$ cat src/rtl/lime_control_fsm.sv
// ----------------------------------------------------------------------------
// lime_control_fsm
//
// Multi-cycle control unit for the 16-bit Lime processor. It decodes the IR
// control field and steps the FetchAndMemory, Data and Calculations blocks
// through the fetch / decode / execute / memory / writeback cycles. It stalls
// on the memory handshake, counts retired instructions and reports halt and
// illegal-opcode status.
//
// Ports
//   CLK              system clock, rising edge
//   rst_n            asynchronous active-low reset
//   input_opcode     IR control field; class is opcode[6:4]
//   input_mem_ready  memory access completes this cycle
//   PCWrite          PC load enable
//   IRWrite          IR/MDR load enable
//   IorD             memory address source (0 = PC, 1 = ALUOut)
//   memR / memW      memory read / write request
//   mem2reg          register write data source (0 = ALUOut, 1 = MDR)
//   regWrite         register file write enable
//   ALUSrcA          ALU A select (00 PC, 01 reg A, 10 zero)
//   ALUSrcB          ALU B select (00 reg B, 01 const 1, 10 imm, 11 zero)
//   ALUOp            ALU operation (000 ADD, 001 SUB, else opcode[2:0])
//   PCSrc            next-PC source (0 ALU result, 1 ALUOut)
//   branch           conditional-branch qualifier to the fetch unit
//   branchType       branch condition (opcode[1:0])
//   halted           core stopped
//   illegal          sticky: halt was caused by a reserved opcode
//   state_dbg        current state encoding
//   retired          instructions completed, wraps modulo 2^CNTW
// ----------------------------------------------------------------------------
module lime_control_fsm #(
   parameter int OPW  = 7,
   parameter int CNTW = 16
) (
   input  logic            CLK,
   input  logic            rst_n,
   input  logic [OPW-1:0]  input_opcode,
   input  logic            input_mem_ready,
   output logic            PCWrite,
   output logic            IRWrite,
   output logic            IorD,
   output logic            memR,
   output logic            memW,
   output logic            mem2reg,
   output logic            regWrite,
   output logic [1:0]      ALUSrcA,
   output logic [1:0]      ALUSrcB,
   output logic [2:0]      ALUOp,
   output logic            PCSrc,
   output logic            branch,
   output logic [1:0]      branchType,
   output logic            halted,
   output logic            illegal,
   output logic [3:0]      state_dbg,
   output logic [CNTW-1:0] retired
);

   typedef enum logic [3:0] {
      ST_FETCH    = 4'd0,
      ST_DECODE   = 4'd1,
      ST_EXEC_R   = 4'd2,
      ST_EXEC_I   = 4'd3,
      ST_MEM_ADDR = 4'd4,
      ST_MEM_RD   = 4'd5,
      ST_MEM_WB   = 4'd6,
      ST_MEM_WR   = 4'd7,
      ST_ALU_WB   = 4'd8,
      ST_BRANCH   = 4'd9,
      ST_JUMP     = 4'd10,
      ST_HALT     = 4'd11
   } state_t;

   // ir_arm / pc_arm mark states whose IRWrite / PCWrite must wait for the
   // memory handshake; they are qualified with input_mem_ready at the port.
   typedef struct packed {
      logic       mem_r;
      logic       mem_w;
      logic       ior_d;
      logic       mem2reg;
      logic       reg_write;
      logic       pc_write;
      logic       ir_arm;
      logic       pc_arm;
      logic [1:0] src_a;
      logic [1:0] src_b;
      logic [2:0] alu_op;
      logic       pc_src;
      logic       branch;
      logic [1:0] branch_type;
      logic       halted;
   } ctrl_t;

   state_t          state;
   state_t          next_state;
   ctrl_t           ctrl_q;
   logic            illegal_q;
   logic [CNTW-1:0] retired_q;
   logic [2:0]      op_class;
   logic [2:0]      op_fn;
   logic            opcode_unused;

   assign op_class      = input_opcode[6:4];
   assign op_fn         = input_opcode[2:0];
   assign opcode_unused = input_opcode[3];

   // Moore control word for a given state. Evaluated on the next state so
   // the outputs are registered yet line up with the state they belong to.
   function automatic ctrl_t decode_ctrl(input state_t s, input logic [2:0] fn);
      ctrl_t c;
      c = '0;
      case (s)
         ST_FETCH: begin
            c.mem_r  = 1'b1;
            c.src_b  = 2'b01;
            c.ir_arm = 1'b1;
            c.pc_arm = 1'b1;
         end
         ST_DECODE: begin
            c.src_b = 2'b10;
         end
         ST_EXEC_R: begin
            c.src_a  = 2'b01;
            c.alu_op = fn;
         end
         ST_EXEC_I: begin
            c.src_a  = 2'b01;
            c.src_b  = 2'b10;
            c.alu_op = fn;
         end
         ST_MEM_ADDR: begin
            c.src_a = 2'b01;
            c.src_b = 2'b10;
         end
         ST_MEM_RD: begin
            c.mem_r  = 1'b1;
            c.ior_d  = 1'b1;
            c.ir_arm = 1'b1;
         end
         ST_MEM_WB: begin
            c.reg_write = 1'b1;
            c.mem2reg   = 1'b1;
         end
         ST_MEM_WR: begin
            c.mem_w = 1'b1;
            c.ior_d = 1'b1;
         end
         ST_ALU_WB: begin
            c.reg_write = 1'b1;
         end
         ST_BRANCH: begin
            c.src_a       = 2'b01;
            c.alu_op      = 3'b001;
            c.branch      = 1'b1;
            c.branch_type = fn[1:0];
            c.pc_src      = 1'b1;
         end
         ST_JUMP: begin
            c.pc_src   = 1'b1;
            c.pc_write = 1'b1;
         end
         ST_HALT: begin
            c.halted = 1'b1;
         end
         default: ;
      endcase
      return c;
   endfunction

   // Next-state selection. Memory states hold until the handshake; the
   // unused codes 12-15 fall back to FETCH.
   always_comb begin
      next_state = state;
      case (state)
         ST_FETCH:    if (input_mem_ready) next_state = ST_DECODE;
         ST_DECODE: begin
            case (op_class)
               3'b000:         next_state = ST_EXEC_R;
               3'b001:         next_state = ST_EXEC_I;
               3'b010, 3'b011: next_state = ST_MEM_ADDR;
               3'b100:         next_state = ST_BRANCH;
               3'b101:         next_state = ST_JUMP;
               default:        next_state = ST_HALT;
            endcase
         end
         ST_EXEC_R,
         ST_EXEC_I:   next_state = ST_ALU_WB;
         ST_MEM_ADDR: next_state = op_class[0] ? ST_MEM_WR : ST_MEM_RD;
         ST_MEM_RD:   if (input_mem_ready) next_state = ST_MEM_WB;
         ST_MEM_WR:   if (input_mem_ready) next_state = ST_FETCH;
         ST_ALU_WB,
         ST_MEM_WB,
         ST_BRANCH,
         ST_JUMP:     next_state = ST_FETCH;
         ST_HALT:     next_state = ST_HALT;
         default:     next_state = ST_FETCH;
      endcase
   end

   // State, registered control word, sticky illegal flag and retire counter.
   // Reset loads the FETCH control word so the first fetch request is ready
   // as soon as reset is released.
   always_ff @(posedge CLK or negedge rst_n) begin
      if (!rst_n) begin
         state     <= ST_FETCH;
         ctrl_q    <= decode_ctrl(ST_FETCH, 3'b000);
         illegal_q <= 1'b0;
         retired_q <= '0;
      end else begin
         state  <= next_state;
         ctrl_q <= decode_ctrl(next_state, op_fn);
         if (state == ST_DECODE && op_class == 3'b110)
            illegal_q <= 1'b1;
         if (next_state == ST_FETCH && state != ST_FETCH)
            retired_q <= retired_q + CNTW'(1);
      end
   end

   // Strobes are gated with rst_n so they drop the moment reset asserts,
   // even while the reset value of the control word is the FETCH word.
   assign PCWrite    = (ctrl_q.pc_write | (ctrl_q.pc_arm & input_mem_ready)) & rst_n;
   assign IRWrite    = ctrl_q.ir_arm & input_mem_ready & rst_n;
   assign memR       = ctrl_q.mem_r & rst_n;
   assign memW       = ctrl_q.mem_w & rst_n;
   assign regWrite   = ctrl_q.reg_write & rst_n;
   assign branch     = ctrl_q.branch & rst_n;
   assign IorD       = ctrl_q.ior_d;
   assign mem2reg    = ctrl_q.mem2reg;
   assign ALUSrcA    = ctrl_q.src_a;
   assign ALUSrcB    = ctrl_q.src_b;
   assign ALUOp      = ctrl_q.alu_op;
   assign PCSrc      = ctrl_q.pc_src;
   assign branchType = ctrl_q.branch_type;
   assign halted     = ctrl_q.halted;
   assign illegal    = illegal_q;
   assign state_dbg  = state;
   assign retired    = retired_q;

endmodule

$ cat config.mk
export PLATFORM = sky130hd
export DESIGN_NAME = lime_control_fsm
export DESIGN_NICKNAME = d
export VERILOG_FILES = /design/src/rtl/lime_control_fsm.sv
export SDC_FILE = /design/constraint.sdc
export NUM_CORES = 1
export LEC_CHECK = 0
export CAP_MARGIN = 20
export CORE_MARGIN = 1.5
export CORE_UTILIZATION = 35
export DETAILED_ROUTE_END_ITERATION = 8
export PLACE_DENSITY = 0.76
export SLEW_MARGIN = 20
export SYNTH_ARGS = -nofsm -noshare
export SYNTH_HDL_FRONTEND = slang
export SYNTH_SLANG_ARGS = --single-unit
$ cat constraint.sdc
create_clock -name CLK -period 2.15 [get_ports CLK]
set_clock_uncertainty 0.1 [all_clocks]
set_input_delay 0.43 -clock CLK [delete_from_list [all_inputs] [get_ports CLK]]
set_output_delay 0.43 -clock CLK [all_outputs]
set_load 0.1 [all_outputs]
==> results.md, run 1 <==
* Area of all placed cells without fillers at around 2900 um2
* Minimum clock period after layout at 2.12 ns
* Minimum setup slack among reg-to-reg paths at 0.03 ns
* Worst reg-to-reg path cell count at 6
* Area of all sequential standard cells at 977 um2
* Terminus of the critical flop-to-flop path: retired[15]
* Die H at 75.4 um
* TritonCTS clock tree: built
* Clock slew seen by the registers of the worst setup and hold paths at 0.08 ns
* Area Growth Syn to Fin at 59.7%
* Total global-route track usage at 15.5%
* Fraction of registers with async set/reset at 100%
* Maxcap violations at 0
* Clk_lat worst skew at 0.29 ns
* Count of different cell masters after synthesis at 43
* Placement Rows at 26
* Clock buffer count from CTS at 5
* Number of synthesized flops with an enable pin at 0
* Critical Path RT at between 2 and 2.5 ns
* Element type at the critical path start: flip-flop
* Antenna diode count at 0
* Starting density of the core at 36.2%
* Wire length of the first global-routing pass at around 6600 um
* Fill count at around 450
* Wire length per cell after detailed routing at 13.6 um
* NumNets Final at 255
* Layout cell share with drive strength beyond 1 at between 50% and 60%
* Pin count of the biggest net entering global routing at 14
* Critical path class: reg2reg
* Final hold violation count at 0
* Antenna viol nets, final at 0
* Setup repair after global routing missed its margin: true
* Fraction of the yosys area taken by sequential cells at 51.9%
* Gp weighted congestion at ~0.78
* Post-Synthesis Net Count at roughly 170
* Via count of the first global-routing pass at 1,414
* Total global routing overflow at 0
* Final design utilization at 57.8%
* Root Buffer: sky130_fd_sc_hd__clkbuf_8
* Top FF cell, synth: sky130_fd_sc_hd__dfrtp_1
* Final clock period utilization by the worst path at 98.6%
* Count of input and output buffers at 47
* Worst-path maximum fanout at 6
* Worst Setup End Kind: flip-flop
* Outcome: complete, no violations
* Highest clock frequency the design can meet at 472 MHz
* Total clock sinks at 38
* Final setup violating endpoints at 0
* Number of vias per cell at 4.70
* Floorplan die area at 5690 um2
* Die width at 75.4 um
* Post-Place Cells at between 200 and 300
* CP Cell Sequence: and3b_2 -> a221o_2 -> nor4_4 -> buf_4 -> nand4_1 -> xnor2_1
* Max-slew violation count at 0
* Iteration-0 DRC count of the detailed router at 68
* CTS H-Tree Depth at 2
* Register bit count reported by yosys at 38
* Area used by multi-input combinational logic at about 850 um2
* Slowest library cell on the worst path: sky130_fd_sc_hd__dfrtp_4
* Max stage delay on crit path at 0.51 ns
* Min-Delay Path Class: in2async
* Maximum count of clock buffers along a single path at 2
* Post-Synthesis Cells at roughly 160
* Critical register-to-register path startpoint: state_dbg[3]
* Final standard cell count with taps included and fillers excluded at 315
* Standard cell core area at 5070 um2
* Number of design rule violations left after detail routing at 0
* DR vias at 1,480
* Routed wire length at ~4300 um
* Number of I/O pins at 50
* Number of detailed-route iterations in the first pass at 4
* Placement Cell Area at 2570 um2
* Synth Warn # at 0
* Post-synthesis instance area at around 1800 um2
* Leading cell type in the layout, fill and taps excluded: sky130_fd_sc_hd__buf_4
* Post-synthesis area per instance at 11.4 um2
* Data arrival time of the worst path at 2.20 ns
* Antenna violations before repair at 0
* Total half-perimeter wirelength after legalization and detailed placement at 2920 um
* Top library cells by usage in the layout, fill and taps aside: sky130_fd_sc_hd__buf_4, sky130_fd_sc_hd__dfrtp_1, sky130_fd_sc_hd__xnor2_1, sky130_fd_sc_hd__buf_12
-- worst max path at each step --
stage	start	cells after the start	slack, ns	end
2_1_floorplan	state_dbg[3]	6	-0.19	retired[15]
3_3_place_gp	input_opcode[4]	6	-0.58	retired[1]
3_5_place_dp	input_opcode[4]	6	-0.62	retired[1]
4_1_cts	state_dbg[1]	6	0.004	retired[12]
5_1_grt	state_dbg[2]	6	-0.07	retired[15]
6_report	state_dbg[3]	6	0.03	retired[15]
-- metal layers --
layer,routed length [um],global-route usage [%],vias to the layer above,share of wire (%)
li1,-,-,707,-
met1,1750,17.7,709,41
met2,2200,27.5,51,51
met3,248,3.97,13,5.8
met4,102,6.35,0,2.4
met5,0,0,-,0
-- cell families (layout without fill, tap and decap cells) --
group                      count (synthesis)  after routing  share of synthesized area (%)
and+or+nand+nor                           71             71                           26.2
DFF                                       38             38                           51.9
buffers and inverters                     19            103                           6.74
xor gates and xnor gates                  17             17                           8.11
AOI/OAI and AO/OA                         12             12                           4.90
muxes                                      2              2                           1.23
adders and majority gates                  1              1                          0.681
other                                      1              1                          0.204
-- what timing repair did --
action                                 in CTS  in global routing
endpoints found under the hold margin       7                  0
setup endpoints to repair                  23                 23
setup buffers                               6                  8
pin swaps                                   6                  9
hold buffers                                1                  0
resized for setup                          13                 16
-- state kept, by name, indices dropped and copies added, names as in the netlist, 2 cells and up --
register,count
ALUOp,3
branchType,2
ctrl_q,6
retired,16
state_dbg,4
-- Yosys cell counts (3+ instances only) --
master                    number  area share, %
sky130_fd_sc_hd__dfrtp_1      36             49
sky130_fd_sc_hd__and3b_1       3            1.4
sky130_fd_sc_hd__buf_2         3           0.82
sky130_fd_sc_hd__nor2b_1       5            1.7
sky130_fd_sc_hd__and3_1        7            2.4
sky130_fd_sc_hd__nor4_4        3            3.5
sky130_fd_sc_hd__nand3_1      10            2.7
sky130_fd_sc_hd__nand2_1       6            1.2
sky130_fd_sc_hd__nor2_1        7            1.4
sky130_fd_sc_hd__xnor2_1      14            6.7
sky130_fd_sc_hd__nand4_1       4            1.4
sky130_fd_sc_hd__xor2_1        3            1.4
sky130_fd_sc_hd__buf_4         9            3.7
sky130_fd_sc_hd__inv_1         5            1.0
sky130_fd_sc_hd__o21ai_1       3           0.82
sky130_fd_sc_hd__and2_1       10            3.4
-- worst max-delay path: cells and delay by family (launching register included) --
kind / cells / cell delay (ns)
simple gates: 3 / 0.65
flops: 1 / 0.51
compound gates: 1 / 0.41
buf+inv: 1 / 0.19
xor+xnor: 1 / 0.14
-- area by class of cell --
class | instances | area share [%]
clock buffers | 5 | 2.35
clock inverters | 3 | 2.35
inverters | 5 | 0.640
multi-input cells | 104 | 29.1
flip-flops and latches | 38 | 33.3
well taps | 70 | 2.99
repair buffers | 90 | 29.2
-- per-stage QoR --
| stage | setup TNS [ns] | worst slack (ns) | hold WS, ns |
|---|---|---|---|
| floorplan | -1.63 | -0.187 | 0.0344 |
| global placement | -12.25 | -0.580 | 0.227 |
| detailed placement | -13.07 | -0.624 | 0.232 |
| CTS | 0 | 0.00370 | 0.0628 |
| global route | -0.425 | -0.0680 | 0.0727 |
| finish | 0 | 0.0298 | 0.0584 |
Power of run 1 is left out: the tool's default activity adds up to more than one toggle a clock period on the data nets, which glitch-free logic cannot reach.
==> inputs of run 2 (changes only) <==
- PLACE_DENSITY: 0.76 -> 0.73
- clock period: 2.15 -> 2.01 ns (I/O delays scaled with it)
==> results.md, run 2 (same netlist as run 1, synthesis figures left out) <==
* Setup repair after global routing missed its margin: true
* Number of design rule violations left after detail routing at 0 (unchanged)
* Area of all placed cells without fillers at 3310 um2 (+13%)
* Wire length of the first global-routing pass at 7490 um (+14%)
* Via count of the first global-routing pass at 1,544 (+9.2%)
* Count of input and output buffers at 47 (unchanged)
* DR vias at 1,543 (+4.3%)
* Max-slew violation count at 0 (unchanged)
* Total power divided by cell area at approximately 1800 nW/um2
* Clk_lat worst skew at 0.29 ns (about the same)
* Root Buffer: sky130_fd_sc_hd__clkbuf_8
* Final hold violation count at 0 (unchanged)
* Outcome: complete, but fails checks
* Worst Setup End Kind: flip-flop
* Top sig layer: met4
* Die H at 75.4 um (unchanged)
* Top library cells by usage in the layout, fill and taps aside: sky130_fd_sc_hd__buf_4, sky130_fd_sc_hd__buf_12, sky130_fd_sc_hd__dfrtp_1, sky130_fd_sc_hd__xnor2_1
* Maximum count of clock buffers along a single path at 2 (unchanged)
* Highest ir drop seen on vdd at roughly 1500 uV
* Post-route worst setup slack at -0.198 ns (-0.228 ns)
* Pin count of the biggest net entering global routing at 19 (+5)
* Gp weighted congestion at 0.801 (+3.0%)
* Pre-CTS worst setup slack at -0.670 ns (-0.0459 ns)
* Critical Path RT at 2.09 ns (-0.13 ns)
* Clock slew seen by the registers of the worst setup and hold paths at 0.07 ns (about the same)
* Antenna diode count at 0 (unchanged)
* Total clock sinks at 38 (unchanged)
* Routed length on met1 at 2010 um (+15%)
* Floorplan die area at 5690 um2 (unchanged)
* Placement Rows at 26 (unchanged)
* Placement Cell Area at 2820 um2 (+9.7%)
* Final setup violating endpoints at 24 (+24)
* Data arrival time of the worst path at 2.29 ns (+0.09 ns)
* Layout cell share with drive strength beyond 1 at 58.9% (+5.8 points)
* Minimum clock period after layout at 2.21 ns (+0.0876 ns)
* Antenna violations before repair at 0 (unchanged)
* Die width at 75.4 um (unchanged)
* Max FFs per register at 16 (unchanged)
* Routed wire length at 4740 um (+10%)
* Fill count at 374 (-17%)
* Total half-perimeter wirelength after legalization and detailed placement at 3030 um (+3.5%)
* Final clock period utilization by the worst path at 110% (+11 points)
* Highest clock frequency the design can meet at 453 MHz (-4.0%)
* Wire length per cell after detailed routing at 14.7 um (+7.5%)
* Critical path class: reg2reg
* TritonCTS clock tree: built
* Antenna viol nets, final at 0 (unchanged)
* Starting density of the core at 36.2% (unchanged)
* Standard cell core area at 5070 um2 (unchanged)
* Number of I/O pins at 50 (unchanged)
* Total global routing overflow at 0 (unchanged)
* Sum of met2 wire segment lengths after detailed routing at 2470 um (+12%)
* NumNets Final at 263 (+3.1%)
* Worst-path maximum fanout at 6 (unchanged)
* Leakage power at 1.53 nW
* Min-Delay Path Class: in2async
* Failing checks: setup timing
* Leading cell type in the layout, fill and taps excluded: sky130_fd_sc_hd__buf_4
* Number of vias per cell at 4.78 (+1.7%)
* Number of detailed-route iterations in the first pass at 4 (unchanged)
* CTS H-Tree Depth at 2 (unchanged)
* Element type at the critical path start: flip-flop
* Wire length on met3 at 194 um (-22%)
* Area Growth Syn to Fin at 80.0%
* Total global-route track usage at 17.4% (+1.9 points)
* Iteration-0 DRC count of the detailed router at 80 (+18%)
* Clock buffer count from CTS at 5 (unchanged)
* Maxcap violations at 0 (unchanged)
run 2: cell count changes in the layout (fill, tap and decap cells not counted), sizes merged:
cell / delta
clkbuf: +1
clkinv: -1
clkdlybuf4s15: -1
dlygate4sd2: +1
buf: +8
run 2: final cells by class:
class / instances / area, um2 / area share, %
clock buffers: 6 / 82.6 / 2.50
clock inverters: 2 / 60.1 / 1.82
inverters: 5 / 18.8 / 0.568
multi-input cells: 104 / 925 / 28.0
flip-flops and latches: 38 / 980 / 29.6
well taps: 70 / 87.6 / 2.65
repair buffers: 98 / 1150 / 34.9
run 2: per-layer routing:
| metal | vias to the layer above | GRT usage (%) |
|---|---|---|
| met4 | 0 | 4.56 |
| li1 | 729 | - |
| met5 | - | 0 |
| met3 | 7 | 4.89 |
| met2 | 38 | 29.5 |
| met1 | 769 | 22.0 |
run 2: repair_timing:
item	4_1_cts	5_1_grt
endpoints found under the hold margin	7	0
pin swaps	16	13
gates resized for setup	30	21
cloned	0	0
hold buffers	1	0
endpoints found under the setup margin	28	25
buffers inserted	11	9
run 2: final timing paths:
path	endpoint	start	cells after the start	slack (ns)
max	retired[5]	state_dbg[3]	8	-0.20
min	ctrl_q[13]	rst_n	1	0.04
max reg2reg	retired[5]	state_dbg[3]	8	-0.20
min reg2reg	retired[7]	retired[7]	1	0.43
max in group asynchronous	ALUOp[0]	rst_n	2	1.00
min in group CLK	retired[7]	retired[7]	1	0.43
run 2: worst max-delay path: stages, from the launching register on:
cell and delay [ns]:
sky130_fd_sc_hd__dfrtp_4 0.52, sky130_fd_sc_hd__buf_4 0.16, sky130_fd_sc_hd__a2111oi_1 0.46, sky130_fd_sc_hd__a221o_2 0.27
sky130_fd_sc_hd__buf_4 0.14, sky130_fd_sc_hd__nor4_4 0.03, sky130_fd_sc_hd__buf_6 0.15, sky130_fd_sc_hd__buf_4 0.13
sky130_fd_sc_hd__xor2_1 0.13
run 2: report_power, final:
group / leakage (nW) / internal [mW] / switching, mW / total (mW)
combinational: 0.978 / 1.65 / 2.37 / 4.02
clock: 0.0714 / 0.529 / 0.269 / 0.798
sequential: 0.481 / 1.02 / 0.236 / 1.26
total: 1.53 / 3.20 / 2.88 / 6.07
run 2: metrics by stage:
stage	utilization, %	hold slack, ns	total power [mW]	std cells	setup TNS, ns
2_1_floorplan	-	0.00641	3.51	161	-3.89
6_report	65.2	0.0391	6.07	323	-2.80
3_5_place_dp	55.6	0.199	4.68	295	-15.23
3_3_place_gp	55.6	0.192	4.62	295	-14.78
5_1_grt	65.2	0.0503	6.33	323	-5.25
4_1_cts	62.1	0.0427	5.82	315	-1.37
Note: power is estimated with default switching activity, not from simulation.
